<file path="src/rtl/sha256_digest_serializer.sv">
`default_nettype none
// ============================================================================
// Module   : sha256_digest_serializer
// Purpose  : Captures a hash digest and streams it out one byte per
//            valid/ready handshake, dropping digests that arrive while busy.
// Revision : 1.0 - initial release
// ============================================================================
module sha256_digest_serializer #(
    parameter int DIGEST_W  = 256,
    parameter int BYTE_W    = 8,
    parameter bit MSB_FIRST = 1'b1,
    localparam int NBYTES   = DIGEST_W / BYTE_W,
    localparam int IDX_W    = $clog2(NBYTES)
) (
    input  logic                clk_i,
    input  logic                rst_ni,
    input  logic [DIGEST_W-1:0] digest_i,
    input  logic                digest_vld_i,
    input  logic                overflow_i,
    output logic [BYTE_W-1:0]   data_o,
    output logic                valid_o,
    input  logic                ready_i,
    output logic                last_o,
    output logic [IDX_W-1:0]    byte_idx_o,
    output logic                busy_o,
    output logic                done_o,
    output logic                drop_o
);

    localparam logic [0:0]       c_IDLE     = 1'b0;
    localparam logic [0:0]       c_SEND     = 1'b1;
    localparam logic [IDX_W-1:0] c_LAST_IDX = IDX_W'(NBYTES - 1);

    logic [0:0]          r_state;
    logic [DIGEST_W-1:0] r_shift;
    logic [IDX_W-1:0]    r_idx;
    logic                r_done;
    logic                r_drop;

    logic                w_send;
    logic                w_last;
    logic                w_hs;
    logic                w_final;
    logic                w_accept;
    logic [BYTE_W-1:0]   w_head;
    logic [DIGEST_W-1:0] w_shift_next;

    // The head of the shift register is always the byte on data_o.
    generate
        if (MSB_FIRST) begin : g_msb_first
            assign w_head       = r_shift[DIGEST_W-1 -: BYTE_W];
            assign w_shift_next = r_shift << BYTE_W;
        end else begin : g_lsb_first
            assign w_head       = r_shift[BYTE_W-1:0];
            assign w_shift_next = r_shift >> BYTE_W;
        end
    endgenerate

    assign w_send  = (r_state == c_SEND);
    assign w_last  = w_send && (r_idx == c_LAST_IDX);
    assign w_hs    = w_send && ready_i;
    assign w_final = w_last && ready_i;

    // A new digest is taken when idle, or seamlessly on the final handshake.
    assign w_accept = digest_vld_i && !overflow_i && (!w_send || w_final);

    always_ff @(posedge clk_i or negedge rst_ni) begin
        if (!rst_ni) begin
            r_state <= c_IDLE;
            r_shift <= '0;
            r_idx   <= '0;
            r_done  <= 1'b0;
            r_drop  <= 1'b0;
        end else begin
            r_done <= w_final;
            r_drop <= digest_vld_i && !w_accept;
            if (w_accept) begin
                r_state <= c_SEND;
                r_shift <= digest_i;
                r_idx   <= '0;
            end else if (w_final) begin
                r_state <= c_IDLE;
                r_idx   <= '0;
            end else if (w_hs) begin
                r_shift <= w_shift_next;
                r_idx   <= r_idx + 1'b1;
            end
        end
    end

    assign data_o     = w_head;
    assign valid_o    = w_send;
    assign last_o     = w_last;
    assign byte_idx_o = r_idx;
    assign busy_o     = w_send;
    assign done_o     = r_done;
    assign drop_o     = r_drop;

endmodule
`default_nettype wire

</file>
<file path="config.mk">
export PLATFORM = sky130hd
export DESIGN_NAME = sha256_digest_serializer
export DESIGN_NICKNAME = d
export VERILOG_FILES = /design/src/rtl/sha256_digest_serializer.sv
export SDC_FILE = /design/constraint.sdc
export NUM_CORES = 1
export LEC_CHECK = 0
export CAP_MARGIN = 20
export CORE_MARGIN = 2
export CORE_UTILIZATION = 33
export DETAILED_ROUTE_END_ITERATION = 10
export GPL_TIMING_DRIVEN = 0
export SLEW_MARGIN = 20
export SYNTH_ARGS = -nofsm -noshare
export SYNTH_HDL_FRONTEND = slang
export SYNTH_SLANG_ARGS = --single-unit
</file>
<file path="constraint.sdc">
create_clock -name clk_i -period 2.55 [get_ports clk_i]
set_input_delay 0.3825 -clock clk_i [delete_from_list [all_inputs] [get_ports clk_i]]
set_output_delay 0.3825 -clock clk_i [all_outputs]
set_load 0.1 [all_outputs]
</file>
==> impl_metrics.tcl <==
set metrics [dict create \
    status "completed" \
    timing.final.hold_violations 0 \
    root_buffer "clkbuf_16" \
    max_freq_ghz 0.400 \
    avgSynthCellArea_um2 12.7 \
    synth_cells 937 \
    worst_pin_slew_ps 1060 \
    critical_path.cell_chain "buf_4 > clkdlybuf4s50_1" \
    gp_congestion 0.806 \
    leakage_nw 5.70 \
    drc 0 \
    cap_violations 0 \
    initial_utilization_pct 33.5 \
    fin_nets 1513 \
    synth_warnings 0 \
    drt_iter0_drc 444 \
    die_x_um 194 \
    ir_worst_vdd_v 0.000492 \
    fill_cells 3287 \
    grt_max_degree 97 \
    endpoint_kind "output port" \
    netlist_area_um2 11900 \
    firstDrtPassIters 5 \
    min_path_cells 3 \
    clock_skew_ps 19.0 \
    crit_required_ps 2170 \
    synth_cell_type_count 26 \
    wl_per_cell_um 21.0 \
    clock_sinks 264 \
    holdCritPathClass "primary input to flip-flop" \
    layout-area-overhead-vs-synth_pct 37.7 \
    track_usage_pct 19.0 \
    grt_pass1_wl_um 57700 \
    io_buffers 277 \
    postRouteAntennaNets 0 \
    ios 279 \
    rsz0062_at_grt "no" \
    finalWirelength_um 36400 \
    cp_max_fo 2 \
    grt_pass1_vias 10145 \
    gr-total-overflow 0 \
    vias 9699 \
    cts_max_path_buffers 3 \
    synth_nets 1200 \
    hold_ws_ps 192 \
    fp.dieArea_um2 37600 \
    drive_gt1_share_pct 12.6 \
    ys_seq_area_share_pct 55.6 \
    path_clk_slew_ps 60 \
    cp_data_arrival_time_ps 2120 \
    final_cell_mix "262 x dfrtp_1, 262 x clkdlybuf4s50_1, 249 x o21a_1" \
    setup_viol 0 \
    hpwl_um 26500 \
    numCtsBuffers 30 \
    finalPower_w 0.0135 \
    slew_violations 0 \
    power_density_nw_per_um2 825 \
    cts_tree "done" \
    clk_latency_ps 550 \
    routed_via_density 5.59 \
    core-area_um2 35500 \
    ys_ff_latch 264 \
    crit_path_top_delay_cell "clkdlybuf4s50_1" \
    h-tree-depth 1 \
    core.rowCount 69 \
    rr_worst_depth 8 \
    max_slew_margin_pct 28.8 \
    cpPeakStageDelay_ps 1110 \
    cp-start-kind "flip-flop" \
    period_minus_slack_ps 2500 \
    die_y_um 194 \
    worstSetupPathType "flip-flop to output port" \
    antenna_found_initial 6 \
    timing.final.crit_share_pct 98.1 \
]
[power by group]
group,switching [W],total [W],internal [W]
Clock,0.00170,0.00439,0.00269
Sequential,0.000670,0.00590,0.00523
Combinational,0.00154,0.00322,0.00168
Total,0.00391,0.0135,0.00959
[stage by stage]
step	instance area [um2]	TNS (ps)	instances	util, %	worst slack (ps)
final	16400	0	1735	46.1	47.8
after global routing	16400	0	1733	46.1	7.41
after CTS	16300	0	1730	46.0	3.13
after detailed placement	15300	-220	1677	43.1	-219
after global placement	15200	-2763380	1675	42.9	-11530
after floorplan	11900	0	937	-	116
[routing by layer]
metal,up-vias,GRT usage [%],share of wire [%]
met3,40,4.35,6.8
met5,-,0,0.036
met1,4940,26.6,46
met2,285,30.4,46
li1,4432,-,-
met4,2,3.36,1.6
[critical path, delay by kind of cell, from the launching register on]
kind,cells,cell delay (ps)
buffers and inverters,2,1210
DFF,1,350
[cells in the mapped netlist]
library cell  count  area, um2
dfrtp_1         264       6610
nand3_1          10       50.1
and2_1            1       6.26
and3_1            2       12.5
o21ai_2           1       8.76
buf_1             2       7.51
mux2_2            1       11.3
a21bo_2           1       10.0
buf_2            89        445
xnor2_1           1       8.76
a22o_1            3       26.3
a31oi_1           1       6.26
o21a_1          249       1870
nor2_1            3       11.3
o21ai_0           9       45.0
a21boi_4          1       18.8
ha_1              2       25.0
nand2b_1          1       6.26
nand3b_1          1       7.51
clkbuf_2          1       5.00
nor2b_1           2       12.5
a21oi_1           1       5.00
nand2_1          11       41.3
buf_4            10       75.1
clkbuf_1         22       82.6
o32a_1          248       2480
[worst paths after layout]
path	from	end	slack (ps)
worst max-delay path	r_shift[248]	data_o[0]	50
worst min-delay path	ready_i	byte_idx_o[2]	190
worst max register to register	byte_idx_o[0]	r_shift[120]	260
worst min register to register	r_shift[78]	r_shift[78]	490
max in group asynchronous	rst_ni	r_shift[138]	1150
min in group asynchronous	rst_ni	r_shift[52]	430
[timing repair]
action                                  CTS  global route
buffers inserted                          0             2
hold buffers                              1             0
pin swaps                                 0             1
resized for setup                        13            12
hold endpoints to repair                 78             0
endpoints found under the setup margin   18           221
[sequential cells by signal, indices dropped and copies added (netlist names)]
register	count
busy_o	1
drop_o	1
byte_idx_o	5
done_o	1
r_shift	256
[kinds of logic (layout without fill, tap and decap cells)]
kind of cell / after synthesis / in the layout / share of synthesized area [%]
xor gates and xnor gates: 1 / 1 / 0.0737
muxes: 1 / 1 / 0.0947
buffers and inverters: 124 / 457 / 5.18
and+or+nand+nor: 31 / 31 / 1.24
other: 0 / 4 / 0
DFF: 264 / 264 / 55.6
AOI/OAI and AO/OA: 514 / 514 / 37.6
adders and majority gates: 2 / 2 / 0.210
[layout make-up]
type | instances | area [um2] | share of cell area, %
Sequential cell | 264 | 6610 | 40.4
Clock inverter | 6 | 82.6 | 0.504
Antenna cell | 4 | 10.0 | 0.0611
Clock buffer | 46 | 932 | 5.69
Tap cell | 461 | 577 | 3.52
Buffer | 123 | 621 | 3.79
Timing Repair Buffer | 282 | 2870 | 17.5
Multi-Input combinational cell | 549 | 4670 | 28.5
(Power assumes the default switching activity.)
